File: config.mk
export PLATFORM = sky130hd
export DESIGN_NAME = mem_port_sequencer
export DESIGN_NICKNAME = d
export VERILOG_FILES = /design/src/rtl/mem_port_sequencer.sv
export SDC_FILE = /design/constraint.sdc
export NUM_CORES = 1
export LEC_CHECK = 0
export CAP_MARGIN = 20
export CELL_PAD_IN_SITES_DETAIL_PLACEMENT = 1
export CELL_PAD_IN_SITES_GLOBAL_PLACEMENT = 1
export CORE_AREA = 2 2 130 132
export CTS_CLUSTER_SIZE = 8
export DETAILED_ROUTE_END_ITERATION = 6
export DIE_AREA = 0 0 132 134
export PLACE_DENSITY = 0.83
export SYNTH_ARGS = -nofsm -noshare
export SYNTH_HDL_FRONTEND = slang
export SYNTH_SLANG_ARGS = --single-unit
File: constraint.sdc
create_clock -name clk -period 3.45 [get_ports clk]
set_input_delay 0.69 -clock clk [delete_from_list [all_inputs] [get_ports clk]]
set_output_delay 0.69 -clock clk [all_outputs]
set_load 0.02 [all_outputs]
File: src/rtl/mem_port_sequencer.sv
// Serialises 32-bit word loads/stores from two requesters (A, B) into
// big-endian byte accesses on the external memory's single 8-bit data port.
module mem_port_sequencer #(
  parameter int ADDR_W = 8,
  parameter bit RR     = 1'b1
) (
  input  logic              clk,
  input  logic              rst_n,
  input  logic              a_req,
  input  logic              a_we,
  input  logic [ADDR_W-1:0] a_addr,
  input  logic [31:0]       a_wdata,
  output logic              a_done,
  output logic [31:0]       a_rdata,
  input  logic              b_req,
  input  logic              b_we,
  input  logic [ADDR_W-1:0] b_addr,
  input  logic [31:0]       b_wdata,
  output logic              b_done,
  output logic [31:0]       b_rdata,
  output logic [ADDR_W-1:0] mem_addr,
  output logic [7:0]        mem_w,
  output logic              mem_wen,
  input  logic [7:0]        mem_r
);

  typedef enum logic [1:0] {IDLE, RD, WR, DONE} state_t;

  state_t            state_q;
  logic [2:0]        cnt_q;
  logic [ADDR_W-3:0] base_q;
  logic [31:0]       wdata_q;
  logic [23:0]       shadow_q;
  logic              gnt_b_q;
  logic              last_b_q;
  logic [ADDR_W-1:0] mem_addr_q;
  logic [7:0]        mem_w_q;
  logic              mem_wen_q;
  logic              a_done_q;
  logic              b_done_q;
  logic [31:0]       a_rdata_q;
  logic [31:0]       b_rdata_q;

  logic              gnt_b_d;
  logic              sel_we_d;
  logic [ADDR_W-3:0] sel_base_d;
  logic [31:0]       sel_wdata_d;
  logic [1:0]        nxt_off_d;
  logic [7:0]        nxt_lane_d;
  logic [31:0]       rd_word_d;
  logic              addr_lsb_unused;

  // Accesses are always word-aligned, so the byte-offset address bits are dropped.
  assign addr_lsb_unused = ^{a_addr[1:0], b_addr[1:0]};

  always_comb begin
    gnt_b_d = b_req;
    if (a_req && b_req) begin
      gnt_b_d = RR ? !last_b_q : 1'b0;
    end
    sel_we_d    = gnt_b_d ? b_we : a_we;
    sel_base_d  = gnt_b_d ? b_addr[ADDR_W-1:2] : a_addr[ADDR_W-1:2];
    sel_wdata_d = gnt_b_d ? b_wdata : a_wdata;
    nxt_off_d   = cnt_q[1:0] + 2'd1;
    case (nxt_off_d)
      2'd0:    nxt_lane_d = wdata_q[31:24];
      2'd1:    nxt_lane_d = wdata_q[23:16];
      2'd2:    nxt_lane_d = wdata_q[15:8];
      default: nxt_lane_d = wdata_q[7:0];
    endcase
    rd_word_d = {shadow_q, mem_r};
  end

  // mem_r lags mem_addr by one edge, so RD runs one cycle longer than WR
  // and the final byte goes straight from mem_r into rdata.
  always_ff @(posedge clk or negedge rst_n) begin
    if (!rst_n) begin
      state_q    <= IDLE;
      cnt_q      <= 3'd0;
      base_q     <= '0;
      wdata_q    <= '0;
      shadow_q   <= '0;
      gnt_b_q    <= 1'b0;
      last_b_q   <= 1'b1;
      mem_addr_q <= '0;
      mem_w_q    <= '0;
      mem_wen_q  <= 1'b0;
      a_done_q   <= 1'b0;
      b_done_q   <= 1'b0;
      a_rdata_q  <= '0;
      b_rdata_q  <= '0;
    end else begin
      case (state_q)
        IDLE: begin
          mem_wen_q <= 1'b0;
          if (a_req || b_req) begin
            gnt_b_q    <= gnt_b_d;
            last_b_q   <= gnt_b_d;
            base_q     <= sel_base_d;
            wdata_q    <= sel_wdata_d;
            cnt_q      <= 3'd0;
            mem_addr_q <= {sel_base_d, 2'b00};
            if (sel_we_d) begin
              state_q   <= WR;
              mem_wen_q <= 1'b1;
              mem_w_q   <= sel_wdata_d[31:24];
            end else begin
              state_q <= RD;
            end
          end
        end
        RD: begin
          case (cnt_q)
            3'd1:    shadow_q[23:16] <= mem_r;
            3'd2:    shadow_q[15:8]  <= mem_r;
            3'd3:    shadow_q[7:0]   <= mem_r;
            default: ;
          endcase
          if (cnt_q == 3'd4) begin
            state_q <= DONE;
            if (gnt_b_q) begin
              b_done_q  <= 1'b1;
              b_rdata_q <= rd_word_d;
            end else begin
              a_done_q  <= 1'b1;
              a_rdata_q <= rd_word_d;
            end
          end else begin
            cnt_q <= cnt_q + 3'd1;
            if (cnt_q != 3'd3) begin
              mem_addr_q <= {base_q, nxt_off_d};
            end
          end
        end
        WR: begin
          if (cnt_q == 3'd3) begin
            state_q   <= DONE;
            mem_wen_q <= 1'b0;
            if (gnt_b_q) begin
              b_done_q <= 1'b1;
            end else begin
              a_done_q <= 1'b1;
            end
          end else begin
            cnt_q      <= cnt_q + 3'd1;
            mem_addr_q <= {base_q, nxt_off_d};
            mem_w_q    <= nxt_lane_d;
          end
        end
        DONE: begin
          a_done_q <= 1'b0;
          b_done_q <= 1'b0;
          state_q  <= IDLE;
        end
        default: state_q <= IDLE;
      endcase
    end
  end

  assign a_done   = a_done_q;
  assign b_done   = b_done_q;
  assign a_rdata  = a_rdata_q;
  assign b_rdata  = b_rdata_q;
  assign mem_addr = mem_addr_q;
  assign mem_w    = mem_w_q;
  assign mem_wen  = mem_wen_q;

endmodule

==> out/metrics.csv, run 1 <==
metric,value,unit
Crit path largest cell delay,0.47,ns
Die Y,134,microns
Area growth syn-to-layout,39.5,%
Port Buffers,172,
leakage,3.98,nW
Crit Path Class,reg2reg,
Slew Limit Headroom,0.574,
Mapped Area,0.00657,sq mm
Hold Path Class,in2async,
final slew viol count,0,
"Design Area, Final",0.00917,sq mm
"slowest stage cell, crit path",a2111o_1,
post-synthesis sequential area ratio,0.579,
share of cells above drive strength 1,0.217,
skew final,0.00792,ns
placed insts,877,
"area leader, netlist",dfrtp_1,
Syn Nets,611,
# nets final,782,
status,"finished, final reports clean",
drt first pass iters,4,
ys async rst share,1.00,
Pwr Total,9.17,mW
Tcrit/Tclk final,0.695,
Final Wtd Congestion,0.770,
ys flop type,dfrtp_1,
routed length per placed instance,20.0,microns
RSZ-0062 raised after global routing,no,
Final Routed Wirelength,18.2,mm
Bufs on Longest Clock Path,2,
min Tclk post-route,2.40,ns
gr busiest metal,met2,
Max Freq,0.417,GHz
worst skew pair latency,0.43,ns
VDD IR max,0.460,mV
DP Area,0.00854,sq mm
arrival time at the worst endpoint,2.71,ns
routing usage on met1,0.249,
Pwr Density,1000,mW/mm^2
CP Cell Sequence,ha_1 > ha_1 > and2_1 > a2111o_1 > nand2b_4 > mux2_2,
CP dominant cell by count,ha_1,
pin count of the biggest net entering global routing,70,
H-tree Lvls,4,
die width,132,microns
crit end category,register,
antenna violations before repair,0,
"EDFF count, synth",0,
met2 Track Usage GR,0.379,
share of the synthesized area in the top cell type,0.575,
# clock sinks,152,
Worst Hold Slack,0.248,ns
global-route wire length before repair,29.1,mm
Synth Instances,505,
GRT Overall Usage,0.215,
ANT cells,0,
clock slew at reported path FFs,0.06,ns
syn avg cell area,13.0,sq um
Iter 0 DRT Violations,193,
DRC viols,0,
count of cell types in the netlist,33,
core area,0.0163,sq mm
CTS tree,done,
Hold Buf Count CTS,0,
vias per inst,5.21,
HPWL after DPL,12.8,mm
Yosys reg bits,152,
met3 Track Usage GR,0.0593,
Final Non-Filler Cells,908,
worst-margin pin slew,0.639,ns
die area,0.0177,sq mm
cells taking the most area after synthesis,"dfrtp_1 57%, mux2_2 18%, mux2i_1 6.5%",
Max Cap Viol,0,
I/O Pins,177,
Critical Path Start Type,register,
final hold vios,0,
remaining antenna violation count,0,
Rows,47,
Starting Density,0.404,
crit-path max FO,10,
vias in the first global route,5256,
WP data required,3.77,ns
root buffer cell,clkbuf_16,
Fin Setup TNS,0,ns
Post-CTS Setup Inserts,0,
final setup violation count,0,
# resized after CTS,0,
"Remaining Overflow, GRT",0,
via count,4727,
Yosys warnings,0,
total CTS buffers,17,
## cell usage in the layout, fill, tap and decap left out, types with 5 or more instances in the layout
master,count
a21oi_1,9
a222oi_1,5
and2_1,7
buf_4,5
clkbuf_16,17
clkdlybuf4s50_1,171
dfrtp_1,151
ha_1,12
inv_1,10
mux2_2,106
mux2i_1,43
nand2_1,51
o21ai_0,52
o22ai_1,5
## worst max-delay path: cells and delay by family (launching register included)
family	cells	cell delay, ns
AOI/OAI and AO/OA	1	0.47
and+or+nand+nor	2	0.41
muxes	1	0.32
adders and majority gates	2	0.65
DFF	1	0.43
## layout make-up
class | instances | area (sq um)
flip-flops and latches | 152 | 3800
multi-input cells | 316 | 2630
clock inverters | 13 | 195
clock buffers | 18 | 429
fillers | 1602 | 7120
repair buffers | 179 | 1800
inverters | 10 | 37.5
well taps | 220 | 275
## synth_stat cells (3+ instances only)
cell type	number
o22ai_1	5
mux2_2	106
a222oi_1	5
clkbuf_1	13
a21oi_1	9
dfrtp_1	151
and2_1	7
mux2i_1	43
a22oi_1	4
buf_2	13
ha_1	12
nor2_1	3
nand2_1	51
o21ai_0	52
o2bb2ai_1	4
inv_1	10
## routing by layer
layer	wire (microns)	vias to the layer above
met5	0	-
met4	403	0
met3	1040	32
met2	9450	191
met1	7270	2365
li1	-	2139
## registers in the layout, indices dropped and copies added, names as in the netlist
name      cells
state_q       2
shadow_q     24
cnt_q         3
a_done        1
b_done        1
gnt_b_q       1
b_rdata      32
mem_wen       1
last_b_q      1
wdata_q      32
mem_w         8
base_q        6
mem_addr      8
a_rdata      32
## report_power, final
part | leakage, nW | internal (mW) | switching (mW) | total [mW]
Clock | 0.294 | 1.22 | 0.770 | 1.99
Combinational | 1.83 | 1.96 | 1.97 | 3.93
Sequential | 1.86 | 2.68 | 0.584 | 3.26
## per-stage QoR
stage	utilization	setup WS (ns)
5_1_grt	0.563	0.941
4_1_cts	0.563	1.04
6_report	0.563	1.05
3_5_place_dp	0.524	0.647
3_3_place_gp	0.524	0.723
2_1_floorplan	-	1.38
## cell families (layout without fill, tap and decap cells)
family | Yosys count | count (layout) | synth area share
muxes | 149 | 149 | 0.247
adders and majority gates | 12 | 12 | 0.0228
buffers and inverters | 37 | 220 | 0.0247
AOI/OAI and AO/OA | 89 | 89 | 0.0834
DFF | 152 | 152 | 0.579
and+or+nand+nor | 66 | 66 | 0.0432
## path summary, 6_finish.rpt
path                             from          end  slack (ns)  cells after the start
setup / recovery             cnt_q[0]  mem_addr[6]        1.05                      6
hold / removal                  rst_n   b_rdata[2]        0.25                      1
setup reg to reg             cnt_q[0]  mem_addr[6]        1.05                      6
hold reg to reg            wdata_q[3]   wdata_q[3]        0.49                      2
max in group asynchronous       rst_n  a_rdata[19]        2.33                      2
min in group clk           wdata_q[3]   wdata_q[3]        0.49                      2
Power figures use the tool's default switching activity.
==> run 2: changes to the inputs <==
- CORE_AREA: 2 2 130 132 -> 2 2 135 137
- DIE_AREA: 0 0 132 134 -> 0 0 137 139
- PLACE_DENSITY: 0.83 -> 0.77
- clock period: 3.45 -> 2.5 ns (I/O delays scaled with it)
==> out/metrics.csv, run 2 (synthesis gave the netlist of run 1 again) <==
metric,value,unit
Crit path largest cell delay,0.54,ns
Fin Setup TNS,0,ns
Final Wtd Congestion,0.773,
GRT Overall Usage,0.192,
Starting Density,0.372,
Rows,49,
WP data required,2.81,ns
Area growth syn-to-layout,41.3,%
Bufs on Longest Clock Path,2,
# clock sinks,152,
die area,0.0190,sq mm
Critical R2R Capture,mem_w[2],
placed insts,894,
vias per inst,5.10,
Crit path max-delay family,adder cells,
"Remaining Overflow, GRT",0,
"slowest stage cell, crit path",ha_1,
DP Area,0.00866,sq mm
Hold Buf Count CTS,0,
routed length per placed instance,18.6,microns
Pwr Total,12.5,mW
Tcrit/Tclk final,0.921,
Iter 0 DRT Violations,206,
final hold vios,0,
final setup violation count,0,
"Design Area, Final",0.00929,sq mm
pin count of the biggest net entering global routing,68,
Max Freq,0.434,GHz
core area,0.0177,sq mm
vias in the first global route,5267,
arrival time at the worst endpoint,2.61,ns
antenna violations before repair,1,
Die Y,139,microns
Hold Path Class,in2async,
Worst Hold Slack,0.0688,ns
leakage,4.04,nW
VDD IR max,0.606,mV
R2R setup slack,0.20,ns
min Tclk post-route,2.30,ns
"Buf+Inv Stages, Crit Path",1,
root buffer cell,clkbuf_16,
Slew Limit Headroom,0.581,
DRC viols,0,
die width,137,microns
final slew viol count,0,
skew final,0.00797,ns
worst skew pair latency,0.42,ns
Final Non-Filler Cells,927,
total CTS buffers,17,
remaining antenna violation count,0,
"most common cell after layout, fill and taps aside",clkdlybuf4s50_1,
# resized after CTS,0,
share of cells above drive strength 1,0.227,
Critical Path Start Type,register,
# nets final,790,
highest-count cells in the layout ignoring fill and taps,"171 x clkdlybuf4s50_1, 151 x dfrtp_1, 106 x mux2_2",
crit end category,register,
RR Startpoint,state_q[1],
worst-margin pin slew,0.629,ns
R2R cell count,5,
drt first pass iters,5,
Filler cells,1761,
global-route wire length before repair,28.1,mm
Port Buffers,172,
crit-path max FO,11,
status,"finished, final reports clean",
Crit Path Class,reg2reg,
Max Cap Viol,0,
via count,4726,
Post-CTS Setup Inserts,0,
Final Routed Wirelength,17.3,mm
RSZ-0062 raised after global routing,no,
Pwr Density,1350,mW/mm^2
CTS tree,done,
HPWL after DPL,12.6,mm
I/O Pins,177,
clock slew at reported path FFs,0.06,ns
CP Cell Sequence,inv_1 > ha_1 > nor2_1 > a211oi_4 > mux2_2,
H-tree Lvls,4,
[run 2: how the worst max path moves through the flow]
| stage | startpoint | to | slack [ns] | cells after the start |
|---|---|---|---|---|
| after global placement | b_req | mem_w[1] | 0.07 | 5 |
| after floorplan | cnt_q[0] | mem_addr[0] | 0.43 | 7 |
| final | state_q[1] | mem_w[2] | 0.20 | 5 |
| after CTS | state_q[1] | mem_w[2] | 0.17 | 5 |
| after global routing | state_q[0] | mem_w[3] | 0.05 | 5 |
| after detailed placement | b_req | mem_w[2] | -0.03 | 5 |
[run 2: power by group]
part / internal (mW) / switching (mW)
Sequential: 3.70 / 0.782
Clock: 1.64 / 1.03
Combinational: 2.76 / 2.65
[run 2: area by class of cell]
class,count,area (sq um),share of cell area
timing repair buffer,187,1910,0.206
clock inverter,12,165,0.0178
inverter,10,37.5,0.00404
antenna,1,2.50,0.000269
clock buffer,20,457,0.0492
multi-input combinational,316,2630,0.283
tap,229,287,0.0308
sequential,152,3800,0.410
[run 2: worst reg2reg max path: stages, from the launching register on]
cell and delay (ns):
dfrtp_1 0.40, inv_1 0.14, ha_1 0.54, nor2_1 0.20, a211oi_4 0.50, mux2_2 0.41
[run 2: stage by stage]
step                setup WS, ns  utilization
finish                     0.198        0.526
global route              0.0480        0.526
CTS                        0.166        0.526
detailed placement       -0.0306        0.491
global placement          0.0664        0.491
floorplan                  0.429            -
[run 2: routing by layer]
metal	GRT usage	vias to the layer above	wire [microns]
li1	-	2164	-
met1	0.231	2363	6970
met2	0.329	175	8940
met3	0.0545	24	1060
met4	0.0629	0	287
met5	0	-	0
==> run 3: changes to the inputs <==
- PLACE_DENSITY: 0.77 -> 0.87
==> out/metrics.csv, run 3 (synthesis gave the netlist of run 1 again) <==
metric,value,unit
final setup violation count,0,
clock slew at reported path FFs,0.06,ns
share of cells above drive strength 1,0.228,
"most common cell after layout, fill and taps aside",clkdlybuf4s50_1,
Worst Hold Slack,0.0661,ns
skew final,0.00729,ns
Crit Path Class,reg2reg,
antenna violations before repair,0,
Iter 0 DRT Violations,186,
Hold Path Class,in2async,
# nets final,790,
RR Startpoint,cnt_q[1],
die width,137,microns
H-tree Lvls,4,
# resized after CTS,0,
Slew Limit Headroom,0.574,
"Remaining Overflow, GRT",0,
Critical R2R Capture,state_q[0],
VDD IR max,0.603,mV
vias in the first global route,5245,
root buffer cell,clkbuf_16,
"Buf+Inv Stages, Crit Path",2,
Pwr Density,1380,mW/mm^2
Tcrit/Tclk final,0.883,
crit-path max FO,9,
Critical Path Start Type,register,
via count,4738,
ANT cells,0,
min Tclk post-route,2.21,ns
arrival time at the worst endpoint,2.52,ns
Die Y,139,microns
Crit path largest cell delay,0.61,ns
pin count of the biggest net entering global routing,65,
drt first pass iters,5,
R2R setup slack,0.29,ns
Post-CTS Setup Inserts,0,
WP data required,2.81,ns
worst-margin pin slew,0.637,ns
vias per inst,5.12,
# clock sinks,152,
worst skew pair latency,0.43,ns
Max Cap Viol,0,
status,"finished, final reports clean",
GRT Overall Usage,0.203,
CP dominant cell by count,ha_1,
Max Freq,0.453,GHz
Area growth syn-to-layout,40.6,%
CTS tree,done,
Hold Buf Count CTS,0,
Final Wtd Congestion,0.763,
Rows,49,
Bufs on Longest Clock Path,2,
"slowest stage cell, crit path",a222oi_1,
Fin Setup TNS,0,ns
global-route wire length before repair,29.0,mm
Starting Density,0.372,
die area,0.0190,sq mm
highest-count cells in the layout ignoring fill and taps,"171 x clkdlybuf4s50_1, 151 x dfrtp_1, 106 x mux2_2",
final slew viol count,0,
total CTS buffers,17,
CP Cell Sequence,ha_1 > buf_4 > ha_1 > inv_1 > a222oi_1 > o21ai_0 > o22a_1,
leakage,4.03,nW
remaining antenna violation count,0,
Port Buffers,172,
crit end category,register,
I/O Pins,177,
routed length per placed instance,19.9,microns
Final Routed Wirelength,18.4,mm
HPWL after DPL,13.5,mm
core area,0.0177,sq mm
DRC viols,0,
final hold vios,0,
R2R cell count,7,
Crit path max-delay family,compound AO/OA/AOI/OAI gates,
RSZ-0062 raised after global routing,no,
run 3: worst max-delay path by stage:
stage	depth (start not counted)	slack, ns	to	from
finish	7	0.29	state_q[0]	cnt_q[1]
global route	7	0.09	state_q[0]	cnt_q[1]
CTS	6	0.30	mem_addr[7]	cnt_q[1]
detailed placement	6	-0.002	mem_w[0]	b_req
global placement	6	0.09	mem_w[1]	a_req
floorplan	7	0.43	mem_addr[0]	cnt_q[0]
run 3: through the flow:
stage,util,power [mW],setup WS [ns],area (sq um),cells
4_1_cts,0.524,12.9,0.296,9250,926
2_1_floorplan,-,7.47,0.429,6570,505
3_5_place_dp,0.487,9.99,-0.00231,8600,894
5_1_grt,0.524,13.5,0.0895,9250,926
6_report,0.524,12.7,0.292,9250,926
3_3_place_gp,0.487,9.56,0.0854,8600,894
run 3: power breakdown:
part / switching [mW] / internal (mW) / total (mW)
registers: 0.837 / 3.70 / 4.54
clock network: 1.05 / 1.73 / 2.78
logic: 2.68 / 2.73 / 5.40
run 3: layer usage:
metal  wire, microns  GRT usage  vias to the layer above
met2            9670      0.359                      179
met1            7250      0.231                     2378
met3            1140     0.0588                       28
met4             330     0.0689                        0
met5               0          0                        -
li1                -          -                     2153
run 3: cell type report:
cell class / instances / area [sq um]
clock buffer: 19 / 453
tap: 229 / 287
multi-input combinational: 316 / 2630
sequential: 152 / 3800
timing repair buffer: 187 / 1850
inverter: 10 / 37.5
fill: 1750 / 8410
clock inverter: 13 / 190
